$ cat src/rtl/sap_display_pkg.sv
`default_nettype none
// ============================================================================
//  Module      : sap_display_pkg
//  Description : Shared converter state, segment codes and digit count for
//                the SAP output display. OUT_DISPLAY_SIGNED_EN adds a sign digit.
//  Revision    : 1.0 - initial release
// ============================================================================
package sap_display_pkg;

    typedef enum logic [1:0] {
        ST_IDLE    = 2'd0,
        ST_SHIFT   = 2'd1,
        ST_PUBLISH = 2'd2
    } conv_state_t;

    localparam logic [6:0] SEG_0     = 7'h3F;
    localparam logic [6:0] SEG_1     = 7'h06;
    localparam logic [6:0] SEG_2     = 7'h5B;
    localparam logic [6:0] SEG_3     = 7'h4F;
    localparam logic [6:0] SEG_4     = 7'h66;
    localparam logic [6:0] SEG_5     = 7'h6D;
    localparam logic [6:0] SEG_6     = 7'h7D;
    localparam logic [6:0] SEG_7     = 7'h07;
    localparam logic [6:0] SEG_8     = 7'h7F;
    localparam logic [6:0] SEG_9     = 7'h6F;
    localparam logic [6:0] SEG_MINUS = 7'h40;
    localparam logic [6:0] SEG_BLANK = 7'h00;

`ifdef OUT_DISPLAY_SIGNED_EN
    localparam int NUM_DIGITS = 4;
`else
    localparam int NUM_DIGITS = 3;
`endif

    function automatic logic [6:0] seg_of(input logic [3:0] digit);
        case (digit)
            4'd0:    seg_of = SEG_0;
            4'd1:    seg_of = SEG_1;
            4'd2:    seg_of = SEG_2;
            4'd3:    seg_of = SEG_3;
            4'd4:    seg_of = SEG_4;
            4'd5:    seg_of = SEG_5;
            4'd6:    seg_of = SEG_6;
            4'd7:    seg_of = SEG_7;
            4'd8:    seg_of = SEG_8;
            4'd9:    seg_of = SEG_9;
            default: seg_of = SEG_BLANK;
        endcase
    endfunction

endpackage
`default_nettype wire

$ cat src/rtl/out_display_if.sv
`default_nettype none
// ============================================================================
//  Module      : out_display_if
//  Description : Output-register side (master) to display side (slave) bundle.
//  Revision    : 1.0 - initial release
// ============================================================================
interface out_display_if;
    logic [7:0] value;
    logic       update;
    logic [6:0] seg;
    logic [3:0] an;
    logic       busy;

    modport master (output value, output update, input seg, input an, input busy);
    modport slave  (input value, input update, output seg, output an, output busy);
endinterface
`default_nettype wire

$ cat src/rtl/bcd_shift_conv.sv
`default_nettype none
// ============================================================================
//  Module      : bcd_shift_conv
//  Description : Sequential shift-add-3 binary-to-BCD converter, one bit per
//                cycle; done is high for the single PUBLISH cycle.
//  Revision    : 1.0 - initial release
// ============================================================================
module bcd_shift_conv
    import sap_display_pkg::*;
(
    input  logic        clk,
    input  logic        clr,
    input  logic        start,
    input  logic [7:0]  bin,
    output logic        done,
    output logic [11:0] bcd
);

    conv_state_t r_state;
    logic [7:0]  r_operand;
    logic [11:0] r_acc;
    logic [2:0]  r_bit_cnt;
    logic        r_done;
    logic [10:0] w_adj;

    // Hundreds never exceeds 2 for an 8-bit operand, so it needs no correction.
    always_comb begin
        w_adj = r_acc[10:0];
        if (r_acc[3:0] >= 4'd5) w_adj[3:0] = r_acc[3:0] + 4'd3;
        if (r_acc[7:4] >= 4'd5) w_adj[7:4] = r_acc[7:4] + 4'd3;
    end

    always_ff @(posedge clk or posedge clr) begin
        if (clr) begin
            r_state   <= ST_IDLE;
            r_operand <= '0;
            r_acc     <= '0;
            r_bit_cnt <= '0;
            r_done    <= 1'b0;
        end else begin
            r_done <= 1'b0;
            case (r_state)
                ST_IDLE: begin
                    if (start) begin
                        r_operand <= bin;
                        r_acc     <= '0;
                        r_bit_cnt <= '0;
                        r_state   <= ST_SHIFT;
                    end
                end
                ST_SHIFT: begin
                    r_acc     <= {w_adj, r_operand[7]};
                    r_operand <= {r_operand[6:0], 1'b0};
                    r_bit_cnt <= r_bit_cnt + 3'd1;
                    if (r_bit_cnt == 3'd7) begin
                        r_state <= ST_PUBLISH;
                        r_done  <= 1'b1;
                    end
                end
                ST_PUBLISH: begin
                    if (start) begin
                        r_operand <= bin;
                        r_acc     <= '0;
                        r_bit_cnt <= '0;
                        r_state   <= ST_SHIFT;
                    end else begin
                        r_state <= ST_IDLE;
                    end
                end
                default: r_state <= ST_IDLE;
            endcase
        end
    end

    assign done = r_done;
    assign bcd  = r_acc;

endmodule
`default_nettype wire

$ cat src/rtl/out_display.sv
`default_nettype none
// ============================================================================
//  Module      : out_display
//  Description : Decimal 4-digit multiplexed display of the SAP output register.
//                Define OUT_DISPLAY_SIGNED_EN for two's-complement with sign digit.
//  Revision    : 1.0 - initial release
// ============================================================================
module out_display
    import sap_display_pkg::*;
#(
    parameter int SCAN_DIV = 4096
) (
    input  logic         clk,
    input  logic         clr,
    out_display_if.slave bus
);

    localparam int              CNT_W      = (SCAN_DIV > 1) ? $clog2(SCAN_DIV) : 1;
    localparam logic [CNT_W-1:0] c_cnt_last = CNT_W'(SCAN_DIV - 1);
    localparam logic [1:0]      c_idx_last = 2'(NUM_DIGITS - 1);
    localparam logic [3:0]      c_an_mask  = (NUM_DIGITS == 4) ? 4'b0000 : 4'b1000;

    logic             r_busy;
    logic             r_pend;
    logic [7:0]       r_hold;
    logic [3:0]       r_hund, r_tens, r_units;
    logic [CNT_W-1:0] r_scan_cnt;
    logic [1:0]       r_scan_idx;
    logic [3:0]       r_an;
    logic [6:0]       r_seg;

    logic        w_accept, w_restart, w_start, w_done;
    logic [7:0]  w_raw, w_operand;
    logic [11:0] w_bcd;
    logic        w_hund_blank, w_tens_blank;
    logic [6:0]  w_sign_seg, w_seg_next;
    logic [3:0]  w_an_next;

    // An update coinciding with PUBLISH is treated as pending and restarts directly.
    assign w_accept  = bus.update && !r_busy;
    assign w_restart = w_done && (r_pend || bus.update);
    assign w_start   = w_accept || w_restart;
    assign w_raw     = bus.update ? bus.value : r_hold;

`ifdef OUT_DISPLAY_SIGNED_EN
    logic r_sign_cap, r_neg;

    assign w_operand  = w_raw[7] ? (8'd0 - w_raw) : w_raw;
    assign w_sign_seg = r_neg ? SEG_MINUS : SEG_BLANK;

    always_ff @(posedge clk or posedge clr) begin
        if (clr) begin
            r_sign_cap <= 1'b0;
            r_neg      <= 1'b0;
        end else begin
            if (w_start) r_sign_cap <= w_raw[7];
            if (w_done)  r_neg      <= r_sign_cap;
        end
    end
`else
    assign w_operand  = w_raw;
    assign w_sign_seg = SEG_BLANK;
`endif

    bcd_shift_conv u_conv (
        .clk   (clk),
        .clr   (clr),
        .start (w_start),
        .bin   (w_operand),
        .done  (w_done),
        .bcd   (w_bcd)
    );

    always_ff @(posedge clk or posedge clr) begin
        if (clr) begin
            r_busy  <= 1'b0;
            r_pend  <= 1'b0;
            r_hold  <= '0;
            r_hund  <= '0;
            r_tens  <= '0;
            r_units <= '0;
        end else begin
            if (w_start)     r_busy <= 1'b1;
            else if (w_done) r_busy <= 1'b0;

            if (w_restart) begin
                r_pend <= 1'b0;
            end else if (bus.update && r_busy) begin
                r_pend <= 1'b1;
                r_hold <= bus.value;
            end

            if (w_done) begin
                r_hund  <= w_bcd[11:8];
                r_tens  <= w_bcd[7:4];
                r_units <= w_bcd[3:0];
            end
        end
    end

    always_comb begin
        w_hund_blank = (r_hund == 4'd0);
        w_tens_blank = w_hund_blank && (r_tens == 4'd0);
        case (r_scan_idx)
            2'd0:    w_seg_next = seg_of(r_units);
            2'd1:    w_seg_next = w_tens_blank ? SEG_BLANK : seg_of(r_tens);
            2'd2:    w_seg_next = w_hund_blank ? SEG_BLANK : seg_of(r_hund);
            default: w_seg_next = w_sign_seg;
        endcase
        w_an_next = ~(4'b0001 << r_scan_idx) | c_an_mask;
    end

    always_ff @(posedge clk or posedge clr) begin
        if (clr) begin
            r_scan_cnt <= '0;
            r_scan_idx <= '0;
            r_an       <= 4'b1111;
            r_seg      <= SEG_BLANK;
        end else begin
            if (r_scan_cnt == c_cnt_last) begin
                r_scan_cnt <= '0;
                r_scan_idx <= (r_scan_idx == c_idx_last) ? 2'd0 : r_scan_idx + 2'd1;
            end else begin
                r_scan_cnt <= r_scan_cnt + CNT_W'(1);
            end
            r_an  <= w_an_next;
            r_seg <= w_seg_next;
        end
    end

    assign bus.seg  = r_seg;
    assign bus.an   = r_an;
    assign bus.busy = r_busy;

endmodule
`default_nettype wire

$ cat src/flat_wrapper.sv
// flat-port wrapper written by rule: the top's interface ports become plain ports
module out_display_flat import sap_display_pkg::*;
#(
    parameter int SCAN_DIV = 4096
)
  (clk, clr, bus_value, bus_update, bus_seg, bus_an, bus_busy);
  out_display_if bus_i ();
  input  logic clk;
  input  logic clr;
  input wire logic [$bits(bus_i.value)-1:0] bus_value;
  input wire logic [$bits(bus_i.update)-1:0] bus_update;
  output wire logic [$bits(bus_i.seg)-1:0] bus_seg;
  output wire logic [$bits(bus_i.an)-1:0] bus_an;
  output wire logic [$bits(bus_i.busy)-1:0] bus_busy;
  assign bus_i.value = bus_value;
  assign bus_i.update = bus_update;
  assign bus_seg = bus_i.seg;
  assign bus_an = bus_i.an;
  assign bus_busy = bus_i.busy;
  out_display #(.SCAN_DIV(SCAN_DIV)) u_core (.clk(clk), .clr(clr), .bus(bus_i));
endmodule
$ cat config.mk
export PLATFORM = sky130hd
export DESIGN_NAME = out_display_flat
export DESIGN_NICKNAME = d
export VERILOG_FILES = /design/src/rtl/sap_display_pkg.sv /design/src/rtl/out_display_if.sv /design/src/rtl/bcd_shift_conv.sv /design/src/rtl/out_display.sv /design/src/flat_wrapper.sv
export SDC_FILE = /design/constraint.sdc
export NUM_CORES = 1
export LEC_CHECK = 0
export ABC_CLOCK_PERIOD_IN_PS = 2700
export CAP_MARGIN = 20
export CELL_PAD_IN_SITES_DETAIL_PLACEMENT = 1
export CELL_PAD_IN_SITES_GLOBAL_PLACEMENT = 1
export CORE_MARGIN = 5
export CORE_UTILIZATION = 47
export DETAILED_ROUTE_END_ITERATION = 10
export PLACE_DENSITY = 0.85
export SYNTH_ARGS = -nofsm -noshare
export SYNTH_HDL_FRONTEND = slang
export SYNTH_SLANG_ARGS = --single-unit
$ cat constraint.sdc
create_clock -name clk -period 2.7 [get_ports clk]
set_input_delay 0.54 -clock clk [delete_from_list [all_inputs] [get_ports clk]]
set_output_delay 0.54 -clock clk [all_outputs]
set_load 0.01 [all_outputs]
==> flow_summary.json, run 1 <==
{
  "vias": 2547,
  "final.setup.tns_ps": 0,
  "required_ps": 2940,
  "finalWirelength_um": 7690,
  "ff_latch_area_um2": 1810,
  "clkTransAtPathRegs_ps": 80,
  "pin_count": 23,
  "multi_input_area_um2": 1720,
  "routabilityCongestion": 0.794,
  "cts-hold-fix-buffers": 0,
  "synth_warnings": 0,
  "maxSlewViolCount": 0,
  "grt_pass1_wl_um": 13000,
  "finalSetupViolations": 0,
  "fmax_mhz": 498,
  "cts_buffer_depth": 2,
  "p_leak_nw": 1.88,
  "fin_area_um2": 4210,
  "cts.repair.resized": 0,
  "grt_start_max_net_pins": 73,
  "syn_area_um2": 3670,
  "synth_edf_count": 0,
  "hold_class": "register to register",
  "clk_latency_ps": 350,
  "end_kind": "register",
  "drc_errors": 0,
  "drt_iter0_markers": 68,
  "ys_top_cells_by_area": "dfrtp_1 47%, ha_1 7.5%, mux2_2 6.7%, o21ai_0 5.7%, nand2_1 3.6%",
  "rsz0062_at_grt": "no",
  "numClockSinks": 72,
  "die_h_um": 98.4,
  "worstSetupStartpointType": "register",
  "maxSlewHeadroom_pct": 49.3,
  "finish.utilization_pct": 54.8,
  "async_reset_ff_share_pct": 100,
  "die_w_um": 98.4,
  "synthToLayoutAreaGrowth_pct": 14.6,
  "drt_pass1_iterations": 4,
  "worst-path-max-fanout": 25,
  "worstMarginPinSlew_ps": 760,
  "ys_ff_latch": 72,
  "die_area_um2": 9690,
  "p_per_area_nw_per_um2": 978,
  "rows": 32,
  "max_cap_viol_count": 0,
  "antenna_found_initial": 0,
  "clock_skew_ps": 9.25,
  "coreArea_um2": 7690,
  "vias_per_cell": 5.31,
  "grt_pass1_vias": 2762,
  "cts_setup_buffers": 0,
  "antenna_left": 0,
  "ys.flop_type": "dfrtp_1",
  "io_buffers": 21,
  "htree_levels": 3,
  "initial_utilization_pct": 47.8,
  "netlist.area_leader.share_pct": 47.0,
  "grtUsageTotal_pct": 16.7,
  "ir_drop_mv": 0.471,
  "fin_crit_ps": 2010,
  "layout-drive-gt1-share_pct": 14.0,
  "whs_ps": 479,
  "hpwl_um": 5450,
  "syn_inst": 351,
  "outcome": "completed",
  "synth.net_count": 384,
  "cts_tree": "yes",
  "avgSynthCellArea_um2": 10.5,
  "routedWlPerCell_um": 16.0,
  "path_class": "register to register",
  "arrival_ps": 2250,
  "cts_root_buf": "clkbuf_8",
  "overflow": 0,
  "seq_area_frac_synth_pct": 49.1,
  "finalHoldViolations": 0,
  "synth.distinct_cells": 46,
  "synth_top_cell_by_area": "dfrtp_1",
  "numCtsBuffers": 9,
  "fillers": 851,
  "antennaDiodeCount": 0,
  "final_nets": 406,
  "timing.final.crit_share_pct": 74.3,
  "place_area_um2": 3990
}
## Yosys cell counts (2+ instances only)
library cell and number:
dfrtp_1 69, o21ai_0 42, nand2_1 35, ha_1 22, inv_1 22, mux2_2 22
a21oi_1 17, nand2b_1 14, mux2i_1 12, nor2_1 11, clkbuf_1 10, nand3_1 9
xor2_1 7, a21o_1 4, nor2b_1 4, xnor2_1 4, and3_1 3, buf_2 3
dfstp_2 3, nand4_1 3, or3_1 3, a211o_1 2, a21oi_2 2, a32o_1 2
and2_1 2, nand3b_1 2, nor3b_1 2, o22ai_1 2
## layout make-up
class / count / share of cell area, %
sequential: 72 / 42.9
clock inverter: 5 / 1.90
clock buffer: 11 / 3.36
multi-input combinational: 242 / 40.7
timing repair buffer: 26 / 6.18
inverter: 22 / 1.96
tap: 102 / 3.03
## flip-flops by register name, summed over array words and instances (netlist names)
register                 cells
u_core.r_hold                8
u_core.u_conv.r_state        2
u_core.u_conv.done           1
u_core.r_tens                4
u_core.r_scan_idx            2
u_core.bus.an                3
u_core.bus.seg               7
u_core.u_conv.bcd           12
u_core.bus.busy              1
u_core.r_scan_cnt           12
u_core.r_units               4
u_core.r_pend                1
u_core.u_conv.r_operand      8
u_core.u_conv.r_bit_cnt      3
u_core.r_hund                4
## final timing paths
path | cells past startpoint | end | slack (ps) | startpoint
max reg2reg | 5 | u_core.u_conv.bcd[7] | 690 | u_core.u_conv.done
min in group asynchronous | 3 | u_core.r_scan_cnt[3] | 570 | clr
max | 5 | u_core.u_conv.bcd[7] | 690 | u_core.u_conv.done
max in group asynchronous | 3 | u_core.r_units[3] | 1800 | clr
min reg2reg | 1 | u_core.r_scan_cnt[10] | 480 | u_core.r_scan_cnt[10]
min | 1 | u_core.r_scan_cnt[10] | 480 | u_core.r_scan_cnt[10]
## worst max-delay path, stage by stage, from the launching register on
cell     delay, ps
dfrtp_1        840
o21ai_0        340
a21oi_2        240
buf_4          180
o21ai_0         90
a32o_1         210
## where the power goes
part	switching [W]	internal, W
Clock	0.000412	0.000544
Combinational	0.000756	0.000714
Sequential	0.000309	0.00139
## cell families after synthesis
family          after synthesis  synth area share (%)
fa+ha+maj                    22                  7.49
simple gates                 95                  13.5
xor+xnor                     11                  2.62
other cells                   1                 0.102
flops                        72                  49.1
compound gates               79                  13.0
mux                          34                  10.0
buf+inv                      37                  4.19
## layout by cell type (no fill, tap or decap), types with 7 or more instances in the layout
master / count
mux2_2: 22
xor2_1: 7
dfrtp_1: 69
nor2_1: 11
nand2_1: 35
nand2b_1: 14
nand3_1: 9
a21oi_1: 17
o21ai_0: 42
clkdlybuf4s50_1: 21
clkbuf_8: 10
mux2i_1: 12
ha_1: 22
inv_1: 21
## layer usage
| layer | global-route usage, % | vias to the layer above | wire length (um) |
|---|---|---|---|
| li1 | - | 1251 | - |
| met2 | 28.7 | 28 | 3960 |
| met1 | 20.9 | 1263 | 3470 |
| met4 | 4.41 | 0 | 60 |
| met5 | 0 | - | 0 |
| met3 | 4.32 | 5 | 199 |
## per-stage QoR
step | power [W] | worst slack (ps) | std cells
floorplan | 0.00272 | 340 | 351
global placement | 0.00307 | 500 | 464
detailed placement | 0.00319 | 450 | 464
CTS | 0.00416 | 683 | 480
global route | 0.00442 | 521 | 480
finish | 0.00412 | 693 | 480
(Power assumes the default switching activity.)
==> run 2: changes to the inputs <==
--- a/config.mk
+++ b/config.mk
@@ -5,14 +5,14 @@
 export SDC_FILE = /design/constraint.sdc
 export NUM_CORES = 1
 export LEC_CHECK = 0
-export ABC_CLOCK_PERIOD_IN_PS = 2700
+export ABC_CLOCK_PERIOD_IN_PS = 1650
 export CAP_MARGIN = 20
 export CELL_PAD_IN_SITES_DETAIL_PLACEMENT = 1
 export CELL_PAD_IN_SITES_GLOBAL_PLACEMENT = 1
 export CORE_MARGIN = 5
-export CORE_UTILIZATION = 47
+export CORE_UTILIZATION = 42
 export DETAILED_ROUTE_END_ITERATION = 10
-export PLACE_DENSITY = 0.85
+export PLACE_DENSITY = 0.81
 export SYNTH_ARGS = -nofsm -noshare
 export SYNTH_HDL_FRONTEND = slang
 export SYNTH_SLANG_ARGS = --single-unit
==> constraint.sdc (replaced) <==
create_clock -name clk -period 1.65 [get_ports clk]
set_input_delay 0.33 -clock clk [delete_from_list [all_inputs] [get_ports clk]]
set_output_delay 0.33 -clock clk [all_outputs]
set_load 0.01 [all_outputs]
==> flow_summary.json, run 2 (same netlist as run 1, synthesis figures left out) <==
{
  "fmax_mhz": 557,
  "coreArea_um2": 8640,
  "rows": 34,
  "required_ps": 1880,
  "clkTransAtPathRegs_ps": 90,
  "antenna_found_initial": 0,
  "die_h_um": 104,
  "vias": 2690,
  "cts-hold-fix-buffers": 0,
  "cts_tree": "yes",
  "grt_pass1_wl_um": 14300,
  "finish.utilization_pct": 51.8,
  "reg2reg_depth": 6,
  "outcome": "finished with violations",
  "grtUsageTotal_pct": 16.2,
  "worstSetupStartpointType": "register",
  "pin_count": 23,
  "finalHoldViolations": 0,
  "fillers": 948,
  "die_w_um": 104,
  "maxSlewViolCount": 0,
  "finalSetupViolations": 8,
  "ir_drop_mv": 0.515,
  "numClockSinks": 72,
  "clk_latency_ps": 350,
  "clock_skew_ps": 11.8,
  "setup_slack_ps": -146,
  "cts_buffer_depth": 2,
  "overflow": 0,
  "layout_common_cells": "68 x dfrtp_1, 41 x o21ai_0, 35 x nand2_1, 34 x buf_4, 20 x mux2_2",
  "grt_start_max_net_pins": 73,
  "finalWirelength_um": 8200,
  "path_class": "register to register",
  "synthToLayoutAreaGrowth_pct": 21.8,
  "drt_pass1_iterations": 4,
  "worst-path-max-fanout": 6,
  "htree_levels": 3,
  "crit_chain": "inv_2 -> ha_4 -> or4b_4 -> o211ai_4 -> a21oi_1 -> a211o_1",
  "routedWlPerCell_um": 15.9,
  "hpwl_um": 5770,
  "antenna_left": 0,
  "hold_class": "primary input to asynchronous set/reset pin",
  "die_area_um2": 10700,
  "final.setup.tns_ps": -762,
  "initial_utilization_pct": 42.6,
  "ff_latch_area_um2": 1810,
  "multi_input_area_um2": 1770,
  "final_nets": 436,
  "max_cap_viol_count": 0,
  "end_kind": "register",
  "fin_crit_ps": 1800,
  "p_leak_nw": 2.02,
  "critPathMaxStageDelay_ps": 490,
  "arrival_ps": 2020,
  "p_per_area_nw_per_um2": 1560,
  "whs_ps": 415,
  "io_buffers": 21,
  "critical-path-slowest-cell": "or4b_4",
  "cts_root_buf": "clkbuf_8",
  "failed_checks": "negative setup slack",
  "layout-drive-gt1-share_pct": 23.8,
  "timing.final.crit_share_pct": 109,
  "antennaDiodeCount": 0,
  "final_common_cell": "dfrtp_1",
  "routabilityCongestion": 0.766,
  "numCtsBuffers": 9,
  "grt_pass1_vias": 2993,
  "vias_per_cell": 5.21,
  "drt_iter0_markers": 72,
  "rsz0062_at_grt": "yes",
  "drc_errors": 0
}
run 2: worst paths after layout:
| kind | startpoint | to | slack, ps |
|---|---|---|---|
| worst max-delay path | u_core.r_hund[0] | u_core.bus.seg[5] | -150 |
| worst min-delay path | clr | u_core.r_hold[5] | 420 |
| worst max register to register | u_core.r_hund[0] | u_core.bus.seg[5] | -150 |
| worst min register to register | u_core.r_scan_cnt[10] | u_core.r_scan_cnt[10] | 500 |
| max in group asynchronous | clr | u_core.bus.an[2] | 890 |
| min in group clk | u_core.r_scan_cnt[10] | u_core.r_scan_cnt[10] | 500 |
run 2: critical path, delay by kind of cell, from the launching register on:
family | cells | cell delay [ps]
AO/OA/AOI/OAI | 3 | 600
buffers and inverters | 1 | 80
flip-flops | 1 | 390
AND/OR/NAND/NOR | 1 | 490
adder cells (fa/ha/maj) | 1 | 130
run 2: through the flow:
stage | cell area [um^2] | instances | setup slack, ps | power, W
finish | 4480 | 516 | -146 | 0.00700
global route | 4480 | 516 | -240 | 0.00758
CTS | 4410 | 511 | -143 | 0.00700
detailed placement | 4190 | 491 | -282 | 0.00549
global placement | 4190 | 491 | -227 | 0.00529
floorplan | 3710 | 351 | -100 | 0.00447
run 2: what timing repair did:
| action | CTS | global route |
|---|---|---|
| setup endpoints to repair | 12 | 18 |
| hold endpoints to repair | 0 | 0 |
| pin swaps | 3 | 3 |
| buffers inserted | 4 | 5 |
| resized for setup | 5 | 9 |
run 2: layout make-up:
type	count	share of cell area, %
flip-flops and latches	72	40.4
multi-input cells	242	39.6
repair buffers	56	10.7
well taps	108	3.02
clock buffers	9	2.77
inverters	22	1.93
clock inverters	7	1.59
run 2: power by group:
part	internal, W	total, W	switching, W	leakage, nW
sequential	0.00227	0.00272	0.000443	0.889
clock	0.000701	0.00139	0.000693	0.103
combinational	0.00141	0.00289	0.00148	1.03
total	0.00439	0.00700	0.00261	2.02
run 2: metal layers:
layer | share of wire [%] | routed length (um) | track usage [%] | up-vias
li1 | - | - | - | 1308
met1 | 43 | 3550 | 19.6 | 1327
met2 | 52 | 4240 | 27.9 | 40
met3 | 3.2 | 263 | 3.98 | 15
met4 | 1.8 | 150 | 5.72 | 0
met5 | 0 | 0 | 0 | -
==> run 3: changes to the inputs <==
--- a/config.mk
+++ b/config.mk
@@ -11,6 +11,7 @@
 export CELL_PAD_IN_SITES_GLOBAL_PLACEMENT = 1
 export CORE_MARGIN = 5
 export CORE_UTILIZATION = 42
+export CTS_CLUSTER_DIAMETER = 120
 export DETAILED_ROUTE_END_ITERATION = 10
 export PLACE_DENSITY = 0.81
 export SYNTH_ARGS = -nofsm -noshare
==> results of run 3 <==
The final DEF is identical to that of run 2; final timing and power are the same.
